**src/rtl/fetch_prefetch_queue.sv**
```systemverilog
`default_nettype none
// ============================================================================
// Module   : fetch_prefetch_queue
// Brief    : Instruction prefetch FIFO with program-load mode and branch flush.
//            Optional same-cycle bypass of responses into an empty queue when
//            FETCH_PREFETCH_BYPASS_EN is defined.
// Revision : 1.0 - initial release
// ============================================================================
module fetch_prefetch_queue #(
    parameter int          DEPTH    = 4,
    parameter int          INSTR_W  = 16,
    parameter logic [31:0] RESET_PC = 32'h0000_0000
) (
    input  logic                         clk_i,
    input  logic                         reset_i,
    input  logic                         program_mem_write_en_i,
    input  logic [INSTR_W-1:0]           instruction_i,
    input  logic [31:0]                  instruction_addr_i,
    input  logic                         take_branch_i,
    input  logic [31:0]                  branch_pc_value_i,
    input  logic                         stall_pipeline_i,
    output logic                         mem_en_o,
    output logic                         mem_we_o,
    output logic [31:0]                  mem_addr_o,
    output logic [INSTR_W-1:0]           mem_wdata_o,
    input  logic [INSTR_W-1:0]           mem_rdata_i,
    output logic                         is_valid_o,
    output logic [INSTR_W-1:0]           instruction_o,
    output logic [31:0]                  program_counter_o,
    output logic [$clog2(DEPTH+1)-1:0]   count_o
);

    localparam int C_AW = $clog2(DEPTH);
    localparam int C_CW = $clog2(DEPTH+1);

    typedef enum logic [0:0] {
        S_RUN  = 1'b0,
        S_LOAD = 1'b1
    } state_t;

    state_t              r_state;
    state_t              w_state_next;

    logic [INSTR_W-1:0]  r_instr_q [DEPTH];
    logic [31:0]         r_pc_q    [DEPTH];
    logic [C_AW-1:0]     r_wr_ptr;
    logic [C_AW-1:0]     r_rd_ptr;
    logic [C_CW-1:0]     r_count;
    logic                r_inflight;
    logic [31:0]         r_inflight_pc;
    logic [31:0]         r_fetch_pc;

    logic                w_load;
    logic                w_first_run;
    logic                w_rd_issue;
    logic                w_resp;
    logic                w_push;
    logic                w_pop;
    logic                w_head_valid;
    logic [INSTR_W-1:0]  w_head_instr;
    logic [31:0]         w_head_pc;
    logic [31:0]         w_fetch_addr;
    logic [C_CW:0]       w_occupancy;

    always_ff @(posedge clk_i or negedge reset_i) begin
        if (!reset_i) begin
            r_state <= S_RUN;
        end else begin
            r_state <= w_state_next;
        end
    end

    always_comb begin
        w_state_next = S_RUN;
        if (program_mem_write_en_i) begin
            w_state_next = S_LOAD;
        end
    end

    assign w_load      = (w_state_next == S_LOAD);
    // Leaving load mode always restarts fetch from the reset vector.
    assign w_first_run = (r_state == S_LOAD) && !w_load;
    assign w_fetch_addr = w_first_run ? RESET_PC : r_fetch_pc;

    // Outstanding read counts against capacity so the queue cannot overflow.
    assign w_occupancy = {1'b0, r_count} + (C_CW+1)'(r_inflight);
    assign w_rd_issue  = !w_load && !take_branch_i && (w_occupancy < (C_CW+1)'(DEPTH));
    assign w_resp      = r_inflight && !w_load && !take_branch_i;

`ifdef FETCH_PREFETCH_BYPASS_EN
    logic w_bypass;
    assign w_bypass     = w_resp && (r_count == '0);
    assign w_head_valid = (r_count != '0) || w_bypass;
    assign w_head_instr = w_bypass ? mem_rdata_i   : r_instr_q[r_rd_ptr];
    assign w_head_pc    = w_bypass ? r_inflight_pc : r_pc_q[r_rd_ptr];
    // A bypassed response consumed by decode never enters the queue.
    assign w_push       = w_resp && !(w_bypass && !stall_pipeline_i);
`else
    assign w_head_valid = (r_count != '0);
    assign w_head_instr = r_instr_q[r_rd_ptr];
    assign w_head_pc    = r_pc_q[r_rd_ptr];
    assign w_push       = w_resp;
`endif

    assign w_pop = (r_count != '0) && !stall_pipeline_i && !take_branch_i && !w_load;

    always_ff @(posedge clk_i or negedge reset_i) begin
        if (!reset_i) begin
            r_wr_ptr      <= '0;
            r_rd_ptr      <= '0;
            r_count       <= '0;
            r_inflight    <= 1'b0;
            r_inflight_pc <= '0;
            r_fetch_pc    <= RESET_PC;
        end else if (w_load) begin
            r_wr_ptr      <= '0;
            r_rd_ptr      <= '0;
            r_count       <= '0;
            r_inflight    <= 1'b0;
            r_fetch_pc    <= RESET_PC;
        end else if (take_branch_i) begin
            r_wr_ptr      <= '0;
            r_rd_ptr      <= '0;
            r_count       <= '0;
            r_inflight    <= 1'b0;
            r_fetch_pc    <= branch_pc_value_i;
        end else begin
            if (w_push) begin
                r_wr_ptr <= r_wr_ptr + 1'b1;
            end
            if (w_pop) begin
                r_rd_ptr <= r_rd_ptr + 1'b1;
            end
            r_count    <= r_count + C_CW'(w_push) - C_CW'(w_pop);
            r_inflight <= w_rd_issue;
            if (w_rd_issue) begin
                r_inflight_pc <= w_fetch_addr;
                r_fetch_pc    <= w_fetch_addr + 32'd2;
            end
        end
    end

    // Storage needs no reset: the head is only visible while count is non-zero.
    always_ff @(posedge clk_i) begin
        if (w_push) begin
            r_instr_q[r_wr_ptr] <= mem_rdata_i;
            r_pc_q[r_wr_ptr]    <= r_inflight_pc;
        end
    end

    assign mem_en_o          = reset_i && (w_load || w_rd_issue);
    assign mem_we_o          = reset_i && w_load;
    assign mem_addr_o        = !reset_i ? 32'h0 : (w_load ? instruction_addr_i : w_fetch_addr);
    assign mem_wdata_o       = (reset_i && w_load) ? instruction_i : '0;
    assign is_valid_o        = reset_i && w_head_valid;
    assign instruction_o     = is_valid_o ? w_head_instr : '0;
    assign program_counter_o = is_valid_o ? w_head_pc : 32'h0;
    assign count_o           = r_count;

endmodule
`default_nettype wire

```
**config.mk**
```make
export PLATFORM = sky130hd
export DESIGN_NAME = fetch_prefetch_queue
export DESIGN_NICKNAME = d
export VERILOG_FILES = /design/src/rtl/fetch_prefetch_queue.sv
export SDC_FILE = /design/constraint.sdc
export NUM_CORES = 1
export LEC_CHECK = 0
export ABC_CLOCK_PERIOD_IN_PS = 3700
export CORE_UTILIZATION = 54
export CTS_CLUSTER_DIAMETER = 30
export DETAILED_ROUTE_END_ITERATION = 8
export PLACE_DENSITY = 0.81
export RECOVER_POWER = 25
export SLEW_MARGIN = 30
export SYNTH_ARGS = -nofsm -noshare
export SYNTH_HDL_FRONTEND = slang
export SYNTH_SLANG_ARGS = --single-unit
```
**constraint.sdc**
```tcl
create_clock -name clk_i -period 3.7 [get_ports clk_i]
set_input_delay 0.74 -clock clk_i [delete_from_list [all_inputs] [get_ports clk_i]]
set_output_delay 0.74 -clock clk_i [all_outputs]
set_load 0.005 [all_outputs]
```
==> impl_metrics.ini <==
[critical_path]
crit_path_end_kind = output port
r2r-start = count_o[1]$_DFF_PN0_
worst_setup_path_start_kind = flop
path_max_fanout = 22
crit_arrival_ns = 2.70
worstPathRequired_ns = 2.96
critical_path_class = flop to output port
startpoint = count_o[1]$_DFF_PN0_

[flow_run]
drv_cap = 0

[logic_synthesis]
synth_cell_types = 65
synthArstFlopShare = 0.2755
yosys_register_bits = 265
syn-instance-count = 892
synthFlopType = edfxtp_1
syn_avg_cell_area_um2 = 13.54
yosysSeqAreaShare = 0.6285
syn-cell-area_um2 = 12080
ys_warn_count = 0
synth_edf_count = 192
synth_fp_nets = 1002

[layout]
drive_above_1_share = 0.1436
final_util = 0.7197
nFillCells = 1487
synthToLayoutAreaGrowth_pct = 30.42
fin_nets = 1207

[place]
dp_hpwl_um = 17980
numPortBuffers = 202
place_ws_ns = 0.6227
gp_congestion = 0.9084

[min_path]
hp-class = input pin to asynchronous set/reset pin

[timing]
hold_ws_ns = 0.4314
final-hold-violation-count = 0
slew_viol_final = 0
max_freq_mhz = 291.1
tightest_slew_ns = 0.7364
rsz0062_at_grt = false
worst_slack_ns = 0.2647
finClkSkew_ns = 0.01153
period_share = 0.9284
slew_headroom = 0.5073
fin_tns_setup_ns = 0
fin_crit_ns = 3.435
setup_violations = 0

[clock_network]
cts_buffers = 40
ctsRootBufferMaster = clkbuf_16
clockBufferDepth = 3
cts_resized = 0
insertion_delay_ns = 0.53
cts.sinks = 265
hold_buffers = 0
h-tree-depth = 2
cts_tree = done
cts.clk_slew.worst_paths_ns = 0.06
post_cts_buffers = 0

[power]
power_mw = 7.420
p_leak_nw = 5.538
irDropWorstVdd_uv = 245.6
power.density_nw_per_um2 = 470.9

[routing]
ant_nets = 0
detail_route.wl_per_cell_um = 19.80
wl_um = 27900
viasPerCell = 5.790
wl_met1_um = 11700
drt_iter0_markers = 694
dr.pass1.iters = 5
drcViolationCount = 0
wl_met2_um = 13500
top_layer_used = met4
met3_length_um = 2036
vias = 8158

[global_route]
grt_max_degree = 72
first_global_vias = 7919
gr-total-overflow = 0
grt_pass1_wl_um = 42610
antenna_found_initial = 1
grtUsageTotal = 0.2475

[floorplan]
fp.dieW_um = 151.6
io_pins = 203
rows = 54
die_area_um2 = 22970
coreArea_um2 = 21890
die_height_um = 151.6
start_util = 0.5518

[outcome]
status = completed
==> path summary, 6_finish.rpt <==
kind | end | slack (ns) | cells past startpoint
setup / recovery | program_counter_o[11] | 0.26 | 5
hold / removal | r_fetch_pc[12]$_DFFE_PN0P_ | 0.43 | 2
setup reg to reg | r_fetch_pc[5]$_DFFE_PN0P_ | 1.23 | 7
hold reg to reg | r_pc_q[3][7]$_DFFE_PP_ | 0.52 | 0
max in group asynchronous | r_rd_ptr[0]$_DFFE_PN0P_ | 2.07 | 3
min in group clk_i | r_pc_q[3][7]$_DFFE_PP_ | 0.52 | 0
==> state kept, by name, summed over array words and instances, names as in the netlist <==
register,flops
r_instr_q,64
count_o,3
r_wr_ptr,2
r_inflight_pc,32
r_rd_ptr,2
r_pc_q,128
r_state,1
r_fetch_pc,32
r_inflight,1
==> cell usage after synthesis, types with 3 or more instances <==
cell	instances	area share
xor2_1	8	0.0058
a32o_1	3	0.0025
xnor2_1	9	0.0065
nor2b_1	86	0.045
nand2b_1	3	0.0016
clkbuf_1	39	0.012
a211o_1	6	0.0044
and2_1	7	0.0036
buf_2	11	0.0046
nor3_1	16	0.0066
o32ai_1	3	0.0022
nand2_1	78	0.024
o21ai_1	5	0.0021
and3_1	29	0.015
o31ai_1	3	0.0019
nor3b_1	43	0.027
dfrtp_1	73	0.15
a21o_1	4	0.0025
edfxtp_1	192	0.48
o22ai_1	14	0.0072
mux4_2	48	0.089
o211ai_1	3	0.0019
nor2_1	25	0.0078
inv_1	12	0.0037
ha_1	8	0.0083
nand3_1	15	0.0062
a22oi_1	4	0.0025
buf_1	7	0.0022
a221oi_1	5	0.0036
nand4_1	13	0.0067
a21oi_1	52	0.022
o21ai_0	27	0.011
==> stage by stage <==
step,std cells,cell area (um^2)
3_5_place_dp,1335,14440
6_report,1409,15760
2_1_floorplan,892,12080
4_1_cts,1408,15760
3_3_place_gp,1335,14440
5_1_grt,1408,15750
==> layout by cell type (no fill, tap or decap), drive strengths merged, types with 16 or more instances in the layout <==
| cell type | Yosys | routed |
|---|---|---|
| clkdlybuf4s50 | 1 | 194 |
| edfxtp | 192 | 192 |
| nor2b | 87 | 87 |
| nand2 | 80 | 80 |
| dfrtp | 73 | 73 |
| a21oi | 52 | 52 |
| mux4 | 48 | 48 |
| clkbuf | 42 | 45 |
| nor3b | 43 | 43 |
| o21ai | 32 | 32 |
| and3 | 29 | 29 |
| buf | 21 | 27 |
| nor2 | 26 | 26 |
| inv | 12 | 26 |
| nor3 | 16 | 16 |
| nand3 | 16 | 16 |
==> layer usage <==
| layer | track usage | vias to the layer above |
|---|---|---|
| met5 | 0 | - |
| met1 | 0.3303 | 3980 |
| li1 | - | 3796 |
| met2 | 0.4062 | 331 |
| met3 | 0.04790 | 51 |
| met4 | 0.08960 | 0 |
==> layout make-up <==
cell class,count,area [um^2],area share
sequential,265,7597,0.4822
multi-input combinational,551,4164,0.2643
timing repair buffer,227,2283,0.1449
clock buffer,44,1059,0.06719
tap,280,350.3,0.02224
clock inverter,29,254.0,0.01612
inverter,12,45.04,0.002859
antenna,1,2.502,0.0001588
==> kinds of logic after synthesis <==
logic type | share of synthesized area
and+or+nand+nor | 0.1573
DFF | 0.6285
AOI/OAI and AO/OA | 0.07167
buffers and inverters | 0.02817
muxes | 0.09208
xor gates and xnor gates | 0.01233
adders and majority gates | 0.009943
==> where the power goes <==
group | switching (mW) | internal (mW) | total (mW) | leakage, nW
sequential | 0.0914 | 3.28 | 3.37 | 2.71
combinational | 0.206 | 0.241 | 0.447 | 2.20
clock | 1.41 | 2.19 | 3.61 | 0.628
total | 1.71 | 5.71 | 7.42 | 5.54
==> worst max-delay path, cell delays in order, from the launching register on <==
cell	delay (ns)
dfrtp_1	0.45
nor3_1	0.37
nand2b_2	0.54
buf_12	0.24
nor2b_1	0.06
clkdlybuf4s50_1	0.49
(Power assumes the default switching activity.)
